### src/rtl/pipo_share_arbiter.sv
// Round-robin arbiter/sequencer that loads one requester's word into a shared PIPO register.
// Latency: req sampled at edge k -> gnt/q/q_valid visible after edge k; q held HOLD cycles.
// Backpressure: requesters keep req high until they see gnt; req is ignored while busy.
module pipo_share_arbiter #(
    parameter int n    = 3,
    parameter int R    = 4,
    parameter int HOLD = 2
) (
    input  logic                 clk,
    input  logic                 rst,
    input  logic [R-1:0]         req,
    input  logic [R*n-1:0]       a,
    input  logic                 flush,
    output logic [R-1:0]         gnt,
    output logic [n-1:0]         q,
    output logic                 q_valid,
    output logic [$clog2(R)-1:0] q_owner,
    output logic                 busy
);

    localparam int IW = $clog2(R);
    localparam int CW = (HOLD > 1) ? $clog2(HOLD) : 1;
    localparam logic [CW-1:0] CNT_INIT = CW'(HOLD - 1);
    localparam logic [IW-1:0] LAST_IDX = IW'(R - 1);
    localparam logic [R-1:0]  ONE_HOT0 = R'(1);

    typedef enum logic {ST_IDLE, ST_HOLD} state_t;

    state_t        state;
    logic [IW-1:0] ptr;
    logic [CW-1:0] cnt;
    logic [IW-1:0] win;
    logic [IW-1:0] cand;
    logic          found;

    // Round-robin search: first set req bit starting at ptr, wrapping modulo R.
    always_comb begin
        win   = '0;
        cand  = '0;
        found = 1'b0;
        for (int k = 0; k < R; k++) begin
            cand = IW'((int'(ptr) + k) % R);
            if (!found && req[cand]) begin
                found = 1'b1;
                win   = cand;
            end
        end
    end

    // Busy simply mirrors the HOLD state so requesters can see the register is taken.
    assign busy = (state == ST_HOLD);

    // Sequencer: grant and load in IDLE, count down the hold, release on expiry or flush.
    always_ff @(posedge clk or negedge rst) begin
        if (!rst) begin
            state   <= ST_IDLE;
            q       <= '0;
            q_valid <= 1'b0;
            gnt     <= '0;
            q_owner <= '0;
            ptr     <= '0;
            cnt     <= '0;
        end else begin
            case (state)
                ST_IDLE: begin
                    gnt <= '0;
                    // flush in IDLE suppresses any new grant on this edge
                    if (!flush && found) begin
                        q       <= a[win*n +: n];
                        q_owner <= win;
                        gnt     <= ONE_HOT0 << win;
                        q_valid <= 1'b1;
                        cnt     <= CNT_INIT;
                        ptr     <= (win == LAST_IDX) ? '0 : win + 1'b1;
                        state   <= ST_HOLD;
                    end
                end
                ST_HOLD: begin
                    // grant is a single-cycle pulse; req is not looked at here
                    gnt <= '0;
                    if (flush || cnt == '0) begin
                        // q and q_owner keep the last word for observation
                        q_valid <= 1'b0;
                        state   <= ST_IDLE;
                    end else begin
                        cnt <= cnt - 1'b1;
                    end
                end
                default: state <= ST_IDLE;
            endcase
        end
    end

endmodule

### config.mk
export PLATFORM = sky130hd
export DESIGN_NAME = pipo_share_arbiter
export DESIGN_NICKNAME = d
export VERILOG_FILES = /design/src/rtl/pipo_share_arbiter.sv
export SDC_FILE = /design/constraint.sdc
export NUM_CORES = 1
export LEC_CHECK = 0
export BUFFER_PORTS_ARGS = -buffer_cell sky130_fd_sc_hd__buf_2
export CORE_ASPECT_RATIO = 0.8
export CORE_MARGIN = 2
export CORE_UTILIZATION = 45
export DETAILED_ROUTE_END_ITERATION = 16
export GPL_ROUTABILITY_DRIVEN = 1
export PLACE_DENSITY = 0.75
export RECOVER_POWER = 50
export SYNTH_ARGS = -nofsm -noshare
export SYNTH_HDL_FRONTEND = slang
export SYNTH_SLANG_ARGS = --single-unit
### constraint.sdc
create_clock -name clk -period 3.35 [get_ports clk]
set_input_delay 0.335 -clock clk [delete_from_list [all_inputs] [get_ports clk]]
set_output_delay 0.335 -clock clk [all_outputs]
set_load 0.05 [all_outputs]
Word level (Yosys, flattened, before mapping). Index checks and enable logic that the tools add are counted.

Register bits after elaboration: 14. Bits of input ports: 19. Output and inout bits: 11. Logic and storage cells: 64.

$add $sub $neg: 5. Multiply operators: 1. $lt $le $gt $ge: 4. Eq/ne operators: 4. Shift-type cells: 2. Multiplexer cells: 27. Bitwise logic cells: 2. Reduce and logical (&&, ||, !) cells: 12.

Operators by type and width (count): $mux W1 (13); $lt A2 B3 Y1 const B (4); $shiftx A12 B5 Y3 (1); $mux W2 (5); $bmux W1 S2 (4); $pmux W4 S2 (1); $pmux W1 S2 (3); $reduce_and A2 Y1 (3); $add A2 B1 Y2 const B (2); $add A2 B2 Y2 const B (2); $logic_and A1 B1 Y1 (4); $logic_not A1 Y1 (4); $mul A2 B2 Y4 const B (1); $mux W4 (1); $ne A2 B2 Y1 const B (2); $shl A1 B2 Y4 const A (1); $eq A2 B2 Y1 const B (1); $ne A2 B1 Y1 const B (1); $not A1 Y1 (2); $logic_or A1 B1 Y1 (1); $sub A1 B1 Y1 const B (1).

Depth between registers and ports, before layout.
Depth in word-level cells: 15. Depth in mapped cells: 6. Depth with buffers taken out: 6.

Worst setup path before layout. No wires, ideal clock.

Kind: reg2reg. From: register ptr[1]. To: register ptr[1]. Setup time: 128 ps. Arrival time: 1645 ps. Data required time: 3222 ps. Setup slack: 1577 ps. Stages on the path, launching flop included: 6. Path buffers: 0. Clock period less this slack: 1773 ps. Path through: dfrtp_1 -> nor2b_1 -> o21a_2 -> nor3_4 -> ha_1 -> mux2_1.

Word-level cells in the longest chain between the ends: 14. Elaborated cells on any way between the ends: 30. Classes of those cells: 4 x add/sub; 1 x eq/ne; 17 x mux; 8 x reduce/logical.

Ends and longest elaborated chain: from (decl) (RTL line 30) `logic [IW-1:0] ptr;`; from (signal assigned) (RTL line 74) `ptr <= (win == LAST_IDX) ? '0 : win + 1'b1;`; parallel branches: the longest is 14 deep, another holds $add A2 B1 Y2.

Several ways; the timed one is not identified. The select of a mux whose other input is x is not followed. A chain may end at the register's enable or synchronous reset.

Worst setup path in the final report. Ends and elaborated chain as after synthesis.

==> results.yml <==
run_status:
  status: "finished, final reports clean"
finish:
  layout_common_cells: "25 x buf_2, 14 x dfrtp_1, 12 x nor2_1, 6 x nand2_1, 4 x clkbuf_1"
  finalNetCount: 129
  nFillCells: 158
  drive_above_1_share: 0.308
  antenna_cells: 0
  final_common_cell: "buf_2"
  multiInputGateArea_um2: 383
  area_growth_pct: 26.2
  regArea_um2: 350
  post-route-cell-area_um2: 941
timing:
  layout_min_cycle_time_ns: 1.93
  tns_ns: 0
  relSlewSlack: 0.504
  maxSlewViolCount: 0
  tightestPinTransition_ns: 0.744
  fin_skew_ns: 0.00324
  grt_setup_unrepaired: "false"
  hold_viol: 0
  finalCritPeriodShare: 0.575
  finalSetupViolations: 0
  max_freq_mhz: 519
critical_path:
  crit_chain: "nor2b_1 -> o21a_2 -> nor3_4 -> ha_1 -> mux2_1"
  max_stage_delay_ns: 0.45
  endpoint_kind: "flop"
  required_ns: 3.51
  cpMaxStageDelayCell: "dfrtp_1"
  crit_arrival_ns: 2.09
  path_class: "reg -> reg"
  start_kind: "flop"
  crit_path_max_fanout: 8
  ff2ff_path_depth: 5
die:
  die_y_um: 40.4
  pin_count: 30
  initial_core_util: 0.468
  placementRows: 13
  core_um2: 1590
  die_area_um2: 2000
  die_w_um: 49.5
logic_synthesis:
  synthSimpleGateAreaFrac: 0.247
  synth_top_family_by_area: "simple AND/OR/NAND/NOR gates"
  synth_xor_xnor_area_share: 0
  yosys_warnings: 0
  synth_compound_area_frac: 0.180
  avgSynthCellArea_um2: 9.94
  synth_area_um2: 746
  syn_nets: 95
  yosysSeqAreaShare: 0.470
  synthCells: 75
  synth.distinct_cells: 28
  synth_seq_cells: 14
  synthAdderAreaFrac: 0.0168
  synthMuxAreaShare: 0.0705
clock_network:
  cts_made_buffers: 3
  clkTransAtPathRegs_ns: 0.08
  cts_sinks: 14
  clk_path_buf_depth: 2
  post_cts.repair.setup_buffers: 0
  postCtsHoldBufs: 1
  worstSkewPairLatency_ns: 0.27
  ctsResizeCount: 0
  cts_tree: "built"
  htree_levels: 1
  cts_root_buf: "clkbuf_4"
placement:
  routabilityCongestion: 0.737
  detailed_place.area_um2: 913
  io_buffers: 29
  hpwl_um: 1210
route:
  first_pass_iters: 4
  wl_per_cell_um: 12.2
  vias: 665
  drtIter0Drc: 15
  viasPerCell: 5.16
  routed_wirelength_um: 1580
  ant_nets: 0
  route.detailed.drc: 0
hold_path:
  hold_class: "in -> reg"
  hold_depth: 2
global_route:
  grt_start_max_net_pins: 15
  grt_pass1_vias: 608
  antenna_found_initial: 0
  grt_pass1_wl_um: 2620
  grt_usage: 0.183
  grt_overflow: 0
power_and_ir_drop:
  vdd.ir_drop.worst_mv: 0.330
  power_per_cell_area_nw_per_um2: 757
  leakagePower_uw: 0.000453
job:
  maxCapViolations: 0
final cells by class:
class                   instances  area share
clock buffers                   3      0.0239
inverters                       2     0.00798
multi-input cells              58       0.407
flip-flops and latches         14       0.372
well taps                      22      0.0293
repair buffers                 30       0.160
synthesized netlist by cell type, drive strengths merged:
cell / count / area [um^2]
dfrtp: 14 / 350
nor2: 12 / 45.0
nand2: 6 / 22.5
o21ai: 4 / 20.0
a21oi: 3 / 15.0
and4: 3 / 26.3
mux2i: 3 / 30.0
o211ai: 3 / 22.5
o31a: 3 / 26.3
a21o: 2 / 15.0
inv: 2 / 7.51
mux2: 2 / 22.5
nand2b: 2 / 12.5
nor2b: 2 / 12.5
nor3: 2 / 26.3
nor4: 2 / 12.5
or2: 2 / 12.5
a211oi: 1 / 12.5
buf: 1 / 5.00
ha: 1 / 12.5
nor3b: 1 / 7.51
o21a: 1 / 8.76
o22ai: 1 / 6.26
o31ai: 1 / 7.51
or3: 1 / 6.26
path summary, 6_finish.rpt:
check,slack [ns],end,from
max,1.42,ptr[1],ptr[1]
min,0.27,busy,flush
max reg2reg,1.42,ptr[1],ptr[1]
min reg2reg,0.47,q_owner[1],q_owner[1]
max in group asynchronous,2.25,q_owner[0],rst
min in group asynchronous,0.63,ptr[0],rst
power breakdown:
part	switching, uW	internal (uW)	total [uW]
Combinational	250	116	366
Sequential	37.2	219	256
Clock	48.5	41.6	90.1
Total	336	376	712
registers in the layout, summed over array words and instances (netlist names):
register	count
q_owner	2
gnt	4
busy	1
q	3
q_valid	1
ptr	2
cnt	1
through the flow:
stage / utilization / hold slack [ns] / std cells / setup slack (ns) / power, uW
final: 0.590 / 0.265 / 129 / 1.42 / 712
after global routing: 0.590 / 0.266 / 129 / 1.33 / 767
after CTS: 0.593 / 0.260 / 129 / 1.42 / 720
after detailed placement: 0.573 / 0.246 / 125 / 1.43 / 628
after global placement: 0.573 / 0.240 / 125 / 1.47 / 620
after floorplan: - / 0.0394 / 75 / 1.58 / 542
per-layer routing:
metal | wire [um] | up-vias | part of all wire | GRT usage
met5 | 0 | - | 0 | 0
met4 | 19 | 0 | 0.012 | 0.0625
met3 | 125 | 4 | 0.079 | 0.0709
met2 | 761 | 26 | 0.48 | 0.321
met1 | 671 | 296 | 0.43 | 0.214
li1 | - | 339 | - | -
kinds of logic (layout without fill, tap and decap cells):
kind of cell | after synthesis | count (layout)
AOI/OAI and AO/OA | 19 | 19
adders and majority gates | 1 | 1
buffers and inverters | 3 | 35
DFF | 14 | 14
muxes | 5 | 5
and+or+nand+nor | 33 | 33
worst max-delay path: cells and delay by family (launching register included):
| family | cells | cell delay, ns |
|---|---|---|
| fa+ha+maj | 1 | 0.30 |
| simple gates | 2 | 0.55 |
| compound gates | 1 | 0.24 |
| flops | 1 | 0.45 |
| mux | 1 | 0.28 |
No activity file was read; power rests on OpenSTA's default activity.
